File: src/rtl/cw_encoder_19_8.sv
// Streaming (19,8) single-error-correcting block encoder with optional
// single-bit error injection, a 2-entry output queue and a handshake counter.
module cw_encoder_19_8 #(
   parameter int CNT_W = 16
) (
   input  logic             clk,
   input  logic             rst,
   input  logic             in_valid,
   output logic             in_ready,
   input  logic [7:0]       in_data,
   input  logic             inj_en,
   input  logic [4:0]       inj_pos,
   output logic             out_valid,
   input  logic             out_ready,
   output logic [18:0]      out_cw,
   output logic [CNT_W-1:0] word_cnt
);

   typedef enum logic [1:0] {
      EMPTY = 2'd0,
      ONE   = 2'd1,
      FULL  = 2'd2
   } occ_t;

   occ_t        occ;
   logic [18:0] tail_cw;
   logic [18:0] enc_cw;
   logic [18:0] new_cw;
   logic        push;
   logic        pop;

   function automatic logic [10:0] parity(input logic [7:0] d);
      logic [10:0] p;
      p[0]  = d[1] ^ d[3] ^ d[4] ^ d[5] ^ d[6] ^ d[7];
      p[1]  = d[2] ^ d[3] ^ d[5];
      p[2]  = d[0] ^ d[1] ^ d[3];
      p[3]  = d[3] ^ d[7];
      p[4]  = d[0] ^ d[1] ^ d[4] ^ d[6];
      p[5]  = d[0] ^ d[1] ^ d[2] ^ d[4] ^ d[7];
      p[6]  = d[2] ^ d[3] ^ d[5];
      p[7]  = d[0] ^ d[2] ^ d[3];
      p[8]  = d[0] ^ d[1] ^ d[3] ^ d[7];
      p[9]  = d[1] ^ d[4] ^ d[6] ^ d[7];
      p[10] = d[0] ^ d[2] ^ d[3] ^ d[4] ^ d[5];
      return p;
   endfunction

   // Positions 19..31 are deliberately out of range and leave the word intact.
   always_comb begin
      enc_cw = {in_data, parity(in_data)};
      new_cw = enc_cw;
      if (inj_en && (inj_pos <= 5'd18)) begin
         new_cw[inj_pos] = ~enc_cw[inj_pos];
      end
   end

   assign push = in_valid && in_ready;
   assign pop  = out_valid && out_ready;

   // out_cw is the head register itself; tail_cw only holds the second entry.
   always_ff @(posedge clk or posedge rst) begin
      if (rst) begin
         occ       <= EMPTY;
         in_ready  <= 1'b0;
         out_valid <= 1'b0;
         out_cw    <= '0;
         tail_cw   <= '0;
         word_cnt  <= '0;
      end else begin
         if (pop) begin
            word_cnt <= word_cnt + CNT_W'(1);
         end
         case (occ)
            EMPTY: begin
               in_ready <= 1'b1;
               if (push) begin
                  out_cw    <= new_cw;
                  out_valid <= 1'b1;
                  occ       <= ONE;
               end
            end
            ONE: begin
               if (push && pop) begin
                  out_cw <= new_cw;
               end else if (push) begin
                  tail_cw  <= new_cw;
                  in_ready <= 1'b0;
                  occ      <= FULL;
               end else if (pop) begin
                  out_valid <= 1'b0;
                  occ       <= EMPTY;
               end
            end
            FULL: begin
               if (pop) begin
                  out_cw   <= tail_cw;
                  in_ready <= 1'b1;
                  occ      <= ONE;
               end
            end
            default: begin
               occ       <= EMPTY;
               in_ready  <= 1'b1;
               out_valid <= 1'b0;
            end
         endcase
      end
   end

endmodule

File: config.mk
export PLATFORM = sky130hd
export DESIGN_NAME = cw_encoder_19_8
export DESIGN_NICKNAME = d
export VERILOG_FILES = /design/src/rtl/cw_encoder_19_8.sv
export SDC_FILE = /design/constraint.sdc
export NUM_CORES = 1
export LEC_CHECK = 0
export CAP_MARGIN = 20
export CORE_ASPECT_RATIO = 1.2
export CORE_MARGIN = 1
export CORE_UTILIZATION = 44
export DETAILED_ROUTE_END_ITERATION = 8
export HOLD_SLACK_MARGIN = 0.08
export PLACE_DENSITY = 0.68
export RECOVER_POWER = 100
export SKIP_LAST_GASP = 1
export SLEW_MARGIN = 0
export SYNTH_ARGS = -nofsm -noshare
export SYNTH_HDL_FRONTEND = slang
export SYNTH_SLANG_ARGS = --single-unit
File: constraint.sdc
create_clock -name clk -period 1.8 [get_ports clk]
set_clock_uncertainty 0.2 [all_clocks]
set_input_delay 0.36 -clock clk [delete_from_list [all_inputs] [get_ports clk]]
set_output_delay 0.36 -clock clk [all_outputs]
set_load 0.05 [all_outputs]
==> summary.md <==
| Metric | Value |
|---|---|
| Outcome | `complete, but fails checks` |
| Failing checks | `setup timing` |
| Async set-or-reset flop fraction in the synthesized netlist | `100%` |
| Clk Latency, worst-skew pair | `0.35 ns` |
| Setup TNS | `-0.655 ns` |
| CTS root buf | `clkbuf_8` |
| Mapped Cells | `368` |
| Hold Violations, Final | `0` |
| Synthesized Nets | `387` |
| Largest net degree at the start of global routing | `27` |
| Layout filler cell count | `559` |
| Worst path max stage delay | `0.35 ns` |
| Worst VDD drop | `1.18 mV` |
| Clock sinks | `58` |
| Final setup fails | `20` |
| PD cells | `1500 nW/um^2` |
| Hold/Removal Path Class | `in -> async` |
| Power Internal | `4.40 mW` |
| N_diodes | `0` |
| CTS tree | `done` |
| Global-route wire length before repair | `16.5 mm` |
| CP Data Required Time | `1.87 ns` |
| Flop pwr share | `27.8%` |
| Dpl hpwl | `7.17 mm` |
| Area of the core | `7660 sq um` |
| Mapped cell area | `3490 sq um` |
| Worst setup EP type | `register` |
| Post-DRT Antenna Nets | `0` |
| RSZ-0062 raised after global routing | `yes` |
| Vias in the first global route | `3289` |
| Drt initial violations | `196` |
| Drt drc | `0` |
| Worst Path Class, Setup | `reg -> reg` |
| Total chip power | `8.01 mW` |
| WP data arrival | `1.95 ns` |
| H-tree lvl count | `3` |
| Logic pwr share | `56.8%` |
| I/O pins | `55` |
| Die width | `83.3 microns` |
| Clk buf depth | `2` |
| Clock slew at reported path FFs | `0.08 ns` |
| Chip height | `99.6 microns` |
| All-Layer GR Usage | `25.6%` |
| Sw Ratio | `45.1%` |
| # nets final | `534` |
| Utilization after layout | `69.6%` |
| I/O Buffers | `54` |
| Fmax | `532 MHz` |
| Number of synthesized flops with an enable pin | `0` |
| Register area share after synthesis | `41.6%` |
| Synth cell types | `56` |
| Max_cap viols | `0` |
| Syn_area_per_cell | `9.48 sq um` |
| Vias | `3353` |
| Primary FF master, synth | `dfrtp_1` |
| Num CTS Buffers | `9` |
| GPL Wtd Cong | `0.925` |
| Layout cells sized above 1 | `46.0%` |
| Clock power share | `15.4%` |
| Crit path top cell by count | `buf_4` |
| Remaining Overflow, GRT | `0` |
| Worst slew margin | `60.1%` |
| Initial Util | `45.5%` |
| Site row count | `35` |
| Final hold slack | `0.264 ns` |
| Via density | `5.48` |
| Leak | `2.46 nW` |
| Dpl ws | `-0.755 ns` |
| Final setup slack of the worst path | `-0.0781 ns` |
| Final min period | `1.88 ns` |
| Pre-antenna DRT Iters | `4` |
| Yosys warnings | `0` |
| Worst Max-Slew Pin Slew | `0.599 ns` |
| Area Growth Syn to Fin | `52.9%` |
| Drt total wl | `10.4 mm` |
| Slowest-stage cell, CP | `dfrtp_1` |
| Critical path launch point type | `register` |
| Slew Viols, Final | `0` |
| Initial antenna violation count | `0` |
| Post-DR wirelength/cell | `17.1 microns` |
| Crit share post-route | `104%` |
| #FFs+latches synth | `58` |
| Max FO, Critical Path | `20` |
| Die area | `8290 sq um` |
| Cells along the critical path | `buf_4, nand2b_4, buf_6, buf_4, nor2_1, a31oi_1, mux2i_1, a21oi_1` |
| Switching power total | `3.61 mW` |
==> placed cells by master, fill, tap and decap left out, types with 5 or more instances in the layout <==
cell      count
nand3_1       7
buf_4        80
xor2_1        9
nand2_1      57
nand2_2       6
buf_2         5
inv_1         8
nor2_1       26
mux2i_1       8
o21ai_0      12
buf_6        13
a21oi_1      11
clkbuf_2     38
dfrtp_1      55
o21ai_1       9
buf_12        9
o31ai_1       8
xnor2_1      17
nand4_1       5
nor3_1        8
clkbuf_8     10
==> stage by stage <==
step	std cells	instance area (sq um)
after floorplan	368	3610
after global placement	581	5170
after detailed placement	581	5170
after CTS	612	5700
after global routing	612	5330
final	612	5330
==> metal layers <==
| layer | part of all wire [%] | vias to the layer above | wire length, microns | global-route usage, % |
|---|---|---|---|---|
| li1 | - | 1603 | - | - |
| met1 | 41 | 1623 | 4310 | 31.9 |
| met2 | 52 | 105 | 5390 | 43.9 |
| met3 | 4.8 | 22 | 496 | 3.07 |
| met4 | 2.3 | 0 | 240 | 12.9 |
| met5 | 0 | - | 0 | 0 |
==> cell families (layout without fill, tap and decap cells) <==
group / Yosys count / count (layout) / synth area share (%)
compound gates: 86 / 86 / 17.5
xor+xnor: 38 / 38 / 11.6
fa+ha+maj: 1 / 1 / 0.358
buf+inv: 30 / 182 / 5.13
flops: 58 / 58 / 41.6
mux: 14 / 14 / 4.63
simple gates: 141 / 141 / 19.2
==> repair_timing <==
action	4_1_cts	5_1_grt
gates resized for setup	86	41
hold buffers	0	0
setup buffers	13	1
pin swaps	37	20
setup endpoints to repair	47	35
cloned	2	0
==> critical path, delay by kind of cell, from the launching register on <==
family / cells / cell delay [ns]
buffers and inverters: 3 / 0.59
AND/OR/NAND/NOR: 2 / 0.21
multiplexers: 1 / 0.10
flip-flops: 1 / 0.35
AO/OA/AOI/OAI: 2 / 0.34
==> synth_stat cells, types with 3 or more instances <==
| cell | number | area (sq um) |
|---|---|---|
| xnor2_1 | 21 | 184 |
| a22oi_1 | 8 | 60.1 |
| o21bai_1 | 4 | 30.0 |
| o31ai_1 | 13 | 97.6 |
| nor3b_1 | 5 | 37.5 |
| mux2i_1 | 9 | 90.1 |
| dfrtp_1 | 58 | 1450 |
| nand2_1 | 64 | 240 |
| nor3_1 | 13 | 65.1 |
| a21oi_1 | 14 | 70.1 |
| buf_6 | 6 | 67.6 |
| nand3_1 | 8 | 40.0 |
| o41ai_1 | 5 | 43.8 |
| o2bb2ai_1 | 3 | 26.3 |
| xor2_1 | 12 | 105 |
| o22ai_1 | 3 | 18.8 |
| clkbuf_1 | 11 | 41.3 |
| inv_1 | 9 | 33.8 |
| o21ai_0 | 20 | 100 |
| mux2_2 | 4 | 45.0 |
| a311oi_1 | 4 | 35.0 |
| nand4_1 | 5 | 31.3 |
| nor2_1 | 27 | 101 |
==> power groups by stage <==
stage | Clock [mW] | Combinational, mW | Sequential, mW
3_5_place_dp | 0 | 4.52 | 2.36
3_3_place_gp | 0 | 4.46 | 2.33
4_1_cts | 1.24 | 5.02 | 2.35
5_1_grt | 1.30 | 4.82 | 2.29
2_1_floorplan | 0 | 1.49 | 3.20
6_report | 1.23 | 4.55 | 2.23
==> flip-flops by register name (all words and copies together), names as in the netlist <==
register	flops
out_cw	19
tail_cw	19
out_valid	1
in_ready	1
occ	2
word_cnt	16
==> path summary, 6_finish.rpt <==
| path | startpoint | to | slack [ns] | cells after the start |
|---|---|---|---|---|
| max | occ[0]$_DFFE_PP0P_ | out_cw[5]$_DFFE_PP0P_ | -0.08 | 8 |
| min | rst | word_cnt[3]$_DFFE_PP0P_ | 0.26 | 2 |
| max reg2reg | occ[0]$_DFFE_PP0P_ | out_cw[5]$_DFFE_PP0P_ | -0.08 | 8 |
| min reg2reg | word_cnt[15]$_DFFE_PP0P_ | word_cnt[15]$_DFFE_PP0P_ | 0.28 | 1 |
| max in group asynchronous | rst | tail_cw[11]$_DFFE_PP0P_ | 0.20 | 3 |
| min in group clk | word_cnt[15]$_DFFE_PP0P_ | word_cnt[15]$_DFFE_PP0P_ | 0.28 | 1 |
==> cell type report <==
cell class	count	area (sq um)	share of cell area, %
clock buffer	11	141	2.65
clock inverter	5	53.8	1.01
tap	92	115	2.16
timing repair buffer	157	1260	23.6
sequential	58	1460	27.3
multi-input combinational	280	2280	42.7
inverter	9	35.0	0.657
No activity file was read; power rests on OpenSTA's default activity.
